$ cat config.mk
export PLATFORM = sky130hd
export DESIGN_NAME = ifu_fetch
export DESIGN_NICKNAME = d
export VERILOG_FILES = /design/src/rtl/ifu_fetch_pkg.sv /design/src/rtl/ifu_fetch.sv
export SDC_FILE = /design/constraint.sdc
export NUM_CORES = 1
export LEC_CHECK = 0
export ABC_AREA = 1
export CAP_MARGIN = 20
export CORE_MARGIN = 4
export CORE_UTILIZATION = 25
export DETAILED_ROUTE_END_ITERATION = 8
export PLACE_DENSITY = 0.61
export SLEW_MARGIN = 20
export SYNTH_ARGS = -nofsm -noshare
export SYNTH_HDL_FRONTEND = slang
export SYNTH_SLANG_ARGS = --single-unit
$ cat constraint.sdc
create_clock -name clk -period 1.35 [get_ports clk]
set_input_delay 0.27 -clock clk [delete_from_list [all_inputs] [get_ports clk]]
set_output_delay 0.27 -clock clk [all_outputs]
set_load 0.03 [all_outputs]
$ cat src/rtl/ifu_fetch_pkg.sv
// Shared definitions for the instruction fetch unit: FSM encoding,
// default AXI response / substitute instruction values, and a small helper.
package ifu_fetch_pkg;

  // Fetch FSM states; at most one AXI read is outstanding at any time.
  typedef enum logic [1:0] {
    ST_IDLE = 2'd0,  // waiting to issue the next fetch
    ST_ADDR = 2'd1,  // read address presented, waiting for arready
    ST_DATA = 2'd2,  // waiting for the read response
    ST_HOLD = 2'd3   // instruction presented to ID, waiting for acceptance
  } fetch_state_e;

  // rresp value that marks a good fetch.
  localparam logic [1:0]  RESP_OK_DEF  = 2'b00;

  // Instruction substituted when the fetch faults (addi x0, x0, 0).
  localparam logic [31:0] NOP_INST_DEF = 32'h0000_0013;

  // True when a read response must be treated as a faulted fetch.
  function automatic logic resp_is_fault(input logic [1:0] resp,
                                         input logic [1:0] ok_code);
    return (resp != ok_code);
  endfunction

endpackage

$ cat src/rtl/ifu_fetch.sv
// Instruction fetch unit: issues one AXI read per instruction at the PC
// supplied by the PC unit, captures the response into a registered bundle
// for the ID stage and holds it there until ID accepts it.
//
// Handshake rules:
//   AXI AR : arvalid rises in ADDR and stays high with araddr stable until
//            arvalid && arready; a redirect never retracts it.
//   AXI R  : rready is high for the whole of DATA; a beat transfers on
//            rvalid && rready.
//   ID     : if_id_valid is high for the whole of HOLD with if_id_* stable;
//            the bundle is consumed on if_id_valid && if_id_ready &&
//            ~if_id_stall. The PC unit uses the same condition through
//            if_idle to advance.
// A redirect (pc_b_j) while a read is in flight marks it as dropped: the
// read still completes on the bus but its data never reaches ID.
module ifu_fetch
  import ifu_fetch_pkg::*;
#(
  parameter logic [1:0]  RESP_OK  = RESP_OK_DEF,
  parameter logic [31:0] NOP_INST = NOP_INST_DEF
) (
  input  logic        clk,
  input  logic        rst,

  // PC unit
  input  logic [31:0] pc,
  input  logic        pc_b_j,
  output logic        if_idle,

  // ID stage flow control
  input  logic        if_id_stall,
  input  logic        if_id_ready,

  // AXI read-address channel
  output logic [31:0] araddr,
  output logic        arvalid,
  input  logic        arready,

  // AXI read-data channel
  input  logic [31:0] rdata,
  input  logic [1:0]  rresp,
  input  logic        rvalid,
  output logic        rready,

  // Fetched-instruction bundle to ID
  output logic        if_id_valid,
  output logic [31:0] if_id_pc,
  output logic [31:0] if_id_inst,
  output logic        if_id_fault,

  // Debug view of the fetch FSM
  output logic [1:0]  dbg_state_o
);

  fetch_state_e state_q, state_d;

  logic [31:0] req_pc_q,   req_pc_d;
  logic        drop_q,     drop_d;
  logic [31:0] id_pc_q,    id_pc_d;
  logic [31:0] id_inst_q,  id_inst_d;
  logic        id_fault_q, id_fault_d;

  // Request may be issued from IDLE only when ID is not stalled and no
  // redirect is being signalled this cycle.
  logic issue_ok;
  assign issue_ok = ~if_id_stall & ~pc_b_j;

  // The bundle leaves HOLD when ID takes it.
  logic id_accept;
  assign id_accept = if_id_ready & ~if_id_stall;

  // State register.
  always_ff @(posedge clk or negedge rst) begin
    if (!rst) begin
      state_q <= ST_IDLE;
    end else begin
      state_q <= state_d;
    end
  end

  // Next-state logic; arvalid is high throughout ADDR, so arready alone
  // completes the address handshake there.
  always_comb begin
    state_d = state_q;
    case (state_q)
      ST_IDLE: begin
        if (issue_ok) state_d = ST_ADDR;
      end
      ST_ADDR: begin
        if (arready) state_d = ST_DATA;
      end
      ST_DATA: begin
        if (rvalid) begin
          if (drop_q || pc_b_j) state_d = ST_IDLE;
          else                  state_d = ST_HOLD;
        end
      end
      ST_HOLD: begin
        if (pc_b_j || id_accept) state_d = ST_IDLE;
      end
      default: state_d = ST_IDLE;
    endcase
  end

  // Handshake outputs decoded directly from the current state.
  always_comb begin
    arvalid     = 1'b0;
    rready      = 1'b0;
    if_id_valid = 1'b0;
    if_idle     = 1'b0;
    case (state_q)
      ST_ADDR: arvalid = 1'b1;
      ST_DATA: rready  = 1'b1;
      ST_HOLD: begin
        if_id_valid = 1'b1;
        if_idle     = 1'b1;
      end
      default: begin
        arvalid     = 1'b0;
        rready      = 1'b0;
        if_id_valid = 1'b0;
        if_idle     = 1'b0;
      end
    endcase
  end

  // Datapath next values: request address latch, drop flag, response capture.
  always_comb begin
    req_pc_d   = req_pc_q;
    drop_d     = drop_q;
    id_pc_d    = id_pc_q;
    id_inst_d  = id_inst_q;
    id_fault_d = id_fault_q;

    case (state_q)
      ST_IDLE: begin
        if (issue_ok) req_pc_d = pc;
      end
      ST_ADDR: begin
        if (pc_b_j) drop_d = 1'b1;
      end
      ST_DATA: begin
        if (pc_b_j) drop_d = 1'b1;
        // Only a response that will be presented to ID updates the bundle,
        // so a dropped read leaves the previous values untouched.
        if (rvalid && !drop_q && !pc_b_j) begin
          id_pc_d = req_pc_q;
          if (resp_is_fault(rresp, RESP_OK)) begin
            id_inst_d  = NOP_INST;
            id_fault_d = 1'b1;
          end else begin
            id_inst_d  = rdata;
            id_fault_d = 1'b0;
          end
        end
      end
      default: begin
        drop_d = drop_q;
      end
    endcase

    // Every path back to IDLE starts the next fetch with a clean drop flag.
    if (state_d == ST_IDLE) drop_d = 1'b0;
  end

  // Datapath registers.
  always_ff @(posedge clk or negedge rst) begin
    if (!rst) begin
      req_pc_q   <= 32'h0;
      drop_q     <= 1'b0;
      id_pc_q    <= 32'h0;
      id_inst_q  <= NOP_INST;
      id_fault_q <= 1'b0;
    end else begin
      req_pc_q   <= req_pc_d;
      drop_q     <= drop_d;
      id_pc_q    <= id_pc_d;
      id_inst_q  <= id_inst_d;
      id_fault_q <= id_fault_d;
    end
  end

  // The address is only updated in IDLE, so it stays stable through ADDR.
  assign araddr      = req_pc_q;
  assign if_id_pc    = id_pc_q;
  assign if_id_inst  = id_inst_q;
  assign if_id_fault = id_fault_q;
  assign dbg_state_o = state_q;

endmodule

Word-level counts from Yosys, hierarchy flattened
Index checks and enable logic that the tools add are counted.
{"block": "classes", "mux": 14, "eq_ne": 3, "reduce_logical": 15, "bitwise_logic": 4}
{"op": "$mux 32", "count": 1}
{"op": "$mux 2", "count": 5}
{"op": "$pmux 2 s4", "count": 1}
{"op": "$mux 1", "count": 7}
{"op": "$reduce_and 2->1", "count": 3}
{"op": "$reduce_bool 2->1", "count": 3}
{"op": "$eq 2x2->1 const B", "count": 2}
{"op": "$logic_not 2->1", "count": 2}
{"op": "$and 1x1->1", "count": 2}
{"op": "$eq 2x1->1 const B", "count": 1}
{"op": "$logic_and 1x1->1", "count": 2}
{"op": "$logic_not 1->1", "count": 2}
{"op": "$logic_or 1x1->1", "count": 2}
{"op": "$not 1->1", "count": 2}
{"op": "$reduce_or 2->1", "count": 1}
{"block": "totals", "input_bits": 73, "out_inout_bits": 103, "register_bits": 100}

Depth between registers and ports, before layout
{"block": "logic_depth", "ltp_word": 8, "depth_mapped": 9, "mapped_depth_nobuf": 9}

Worst setup path after synthesis
No wires, ideal clock.
{"block": "synth_path", "path_type": "reg2reg", "start": "register state_q[0] (netlist: dbg_state_o[0])", "end": "register id_inst_q[10] (netlist: if_id_inst[10])", "required_time_ns": 1.229, "period_less_slack_ns": 1.871, "stages_incl_launch_ff": 7, "arrival_time_ns": 1.750, "slack_ns": -0.521, "path_buffers": 2, "setup_time_ns": 0.121, "cell_sequence": "dfrtp_1 inv_1 ha_1 nand3_1 buf_4 buf_6 a22o_1"}
{"block": "synth_between", "elab_chain_len": 2}
{"item": "start, declared", "line": "ifu_fetch.sv:55", "source": "fetch_state_e state_q, state_d;"}
{"item": "start signal, assigned", "line": "ifu_fetch.sv:77", "source": "state_q <= state_d;"}
{"item": "$eq 2x2->1", "line": "ifu_fetch.sv:135", "source": "case (state_q)"}
{"item": "$reduce_and 2->1 (no line)"}
{"item": "end signal, assigned", "line": "ifu_fetch.sv:178", "source": "id_inst_q <= id_inst_d;"}
{"item": "end, declared", "line": "ifu_fetch.sv:60", "source": "logic [31:0] id_inst_q, id_inst_d;"}
Every way passes these cells.
A chain may end at the register's enable or synchronous reset.

Worst setup path in the final report
{"block": "layout_path", "start": "register state_q[1] (netlist: dbg_state_o[1])", "end": "output port arvalid"}
{"block": "layout_between", "elab_chain_len": 2}
{"item": "$eq 2x1->1", "line": "ifu_fetch.sv:111", "source": "case (state_q)"}
{"item": "$mux 1", "line": "ifu_fetch.sv:111"}
{"item": "end, declared", "line": "ifu_fetch.sv:36", "source": "output logic arvalid,"}
Every way passes these cells.

==> impl_metrics.csv <==
group,metric,value,unit
setup_path,cpMaxStageDelayCell,"dfrtp_2",
placement,gp_congestion,0.7676,
setup_path,rr_worst_depth,7,
setup_path,critPathTopFamily,"flip-flops",
setup_path,worstSetupPathType,"reg -> out",
placement,portBuffers,175,
timing,fin_skew,0.005158,ns
placement,dp_hpwl,8511,um
routing,wl_per_cell,17.45,um
routing,first_iter_violations,157,
synth,netlist_area,3984,um^2
die,io-pin-count,176,
setup_path,critPathMaxFanout,4,
grt,grt_pass1_wl,20070,um
timing,rsz0062_at_grt,"true",
layout,n_antenna_cell,0,
clock_network,clk_pin_slew,0.07,ns
power,p_int,11.16,mW
die,fp.dieW,134.2,um
power,p_clk_frac,0.140,
grt,gr-total-overflow,0,
power,powerDensity,2521,nW/um^2
routing,via_per_inst,4.314,
timing,worst_pin_slew,0.3792,ns
setup_path,crit_buf_inv,3,
grt,grt_usage,0.1432,
die,rows,45,
placement,dpl_cell_area,6274,um^2
synth,synth-seq-cells,100,
synth,synthesis.nets,406,
die,core,15430,um^2
synth,synth_top_flop_cell,"dfrtp_1",
power,switching_share,0.4131,
timing,setup_tns,-13.35,ns
synth,synth.top_cell.area_share,0.6093,
run_status,outcome,"finished with violations",
worst_hold_path,hold_class,"in -> async",
timing,fmaxAchievable,0.6378,GHz
layout,area_growth,89.35,%
synth,ys_warn_count,0,
synth,synth_most_common_cell,"nand2_1",
clock_network,worstSkewPairLatency,0.34,ns
setup_path,rr_startpoint,"dbg_state_o[0]",
clock_network,cts_made_buffers,9,
grt,grt_pass1_vias,3569,
clock_network,clockBufferDepth,2,
layout,final_area,7543,um^2
layout,drive_above_1_share,0.5071,
timing,period_needed,1.568,ns
layout,fillCellCount,1375,
synth,synth_common_cells,"nand2_1 (102), dfrtp_1 (97), a22o_1 (29), mux2_4 (24), inv_1 (12)",
power,pwr-share-comb,0.555,
synth,syn_area_per_cell,12.15,um^2
setup_path,path_cells,"inv_2, ha_2, buf_4, buf_6",
routing,drc_errors,0,
routing,wl,13490,um
routing,vias,3335,
clock_network,clock_sinks,100,
synth,synthCells,328,
setup_path,cp.arrival,1.30,ns
setup_path,start_kind,"flip-flop",
setup_path,critical_path_required,1.08,ns
synth,netlist_top_cells_area,"dfrtp_1 (61%), nand2_1 (9.6%), mux2_4 (9.0%)",
setup_path,end_kind,"output pin",
setup_path,max_stage_delay,0.46,ns
synth,yosysSeqAreaShare,0.6291,
die,die_h,134.2,um
routing,first_pass_iters,4,
power,p_switching,7.856,mW
clock_network,cts_root_buffer,"clkbuf_16",
timing,setup_ws,-0.2179,ns
clock_network,cts_tree,"built",
grt,grt_max_degree,37,
power,ir_drop,1.055,mV
timing,finalMaxSlewViolations,0,
run_status,violations,"negative setup slack",
synth,synthArstFlopShare,1.000,
setup_path,reg2reg_to,"if_id_inst[9]",
setup_path,r2r_slack,-0.21,ns
power,power_frac_seq,0.305,
die,dieArea,18020,um^2
layout,fin_util,0.4890,
synth,yosysTopAreaCell,"dfrtp_1",
layout,nets,635,
die,start_util,0.2582,
timing,timing_hold_violations_final,0,
timing,relSlewSlack,0.7472,
synth,synth_edf_count,0,
grt,antenna_found_initial,0,
timing,fin_crit_sh,1.161,
timing,finalSetupViolations,100,
power,p_leak,3.553,nW
routing,ant_nets,0,
job,drv_cap,0,
synth,synth_cell_types,19,
clock_network,htreeDepth,3,
[per-layer routing]
metal	GRT usage	wire length, um	up-vias
li1	-	-	1554
met1	0.1709	5269	1670
met2	0.2545	7405	96
met3	0.03151	587	15
met4	0.04977	225	0
met5	0	0	-
[what timing repair did]
action	CTS	global route
hold endpoints to repair	18	0
cloned	12	5
buffers inserted	17	3
hold buffers	1	0
pin swaps	14	31
setup endpoints to repair	161	110
gates resized for setup	267	113
[flip-flops by register name, summed over array words and instances, names as in the netlist]
register,count
dbg_state_o,2
if_id_pc,32
drop_q,1
if_id_fault,1
if_id_inst,32
araddr,32
[kinds of logic after synthesis]
kind of cell    share of synthesized area
simple gates                       0.1140
compound gates                    0.08668
flops                              0.6291
buf+inv                           0.04994
fa+ha+maj                         0.01570
mux                                0.1046
[placed cells by master (no fill, tap or decap), types with 4 or more instances in the layout]
master / n
dfrtp_1: 95
clkdlybuf4s50_1: 71
nand2_1: 58
clkdlybuf4s15_2: 54
buf_4: 36
a22o_1: 29
mux2_4: 29
nand2_2: 28
buf_12: 28
nand2_4: 17
buf_2: 14
clkbuf_16: 13
buf_6: 10
buf_16: 9
inv_1: 8
nor2_2: 7
buf_8: 6
a21oi_1: 4
o21ai_2: 4
[layout make-up]
cell class,instances,area (um^2),share of cell area
inverter,14,62.56,0.008293
multi-input combinational,197,1607,0.2130
timing repair buffer,235,2790,0.3699
tap,211,264.0,0.03500
sequential,100,2509,0.3326
clock inverter,6,72.57,0.009620
clock buffer,10,239.0,0.03168
[how the worst max path moves through the flow]
stage | startpoint | end | cells after the start
final | dbg_state_o[1] | arvalid | 4
after global routing | dbg_state_o[1] | arvalid | 4
after CTS | dbg_state_o[0] | if_id_valid | 3
after detailed placement | pc_b_j | araddr[2] | 5
after global placement | pc_b_j | araddr[3] | 5
after floorplan | dbg_state_o[0] | if_id_inst[10] | 6
[power groups by stage]
| stage | clock, mW | combinational, mW | sequential (mW) |
|---|---|---|---|
| final | 2.66 | 10.6 | 5.79 |
| after global routing | 2.89 | 11.1 | 6.00 |
| after CTS | 2.75 | 10.3 | 5.64 |
| after detailed placement | 0 | 9.70 | 5.63 |
| after global placement | 0 | 9.59 | 5.61 |
| after floorplan | 0 | 2.27 | 8.27 |
[stage by stage]
| stage | setup WS (ns) | power (mW) | std cells | hold WS, ns |
|---|---|---|---|---|
| 6_report | -0.2179 | 19.02 | 773 | 0.3835 |
| 2_1_floorplan | -0.1365 | 10.54 | 328 | -0.02559 |
| 4_1_cts | -0.2215 | 18.72 | 771 | 0.3876 |
| 3_3_place_gp | -0.3295 | 15.20 | 725 | 0.2062 |
| 3_5_place_dp | -0.3669 | 15.33 | 725 | 0.2121 |
| 5_1_grt | -0.2693 | 19.98 | 773 | 0.4042 |
Note: power is estimated with default switching activity, not from simulation.
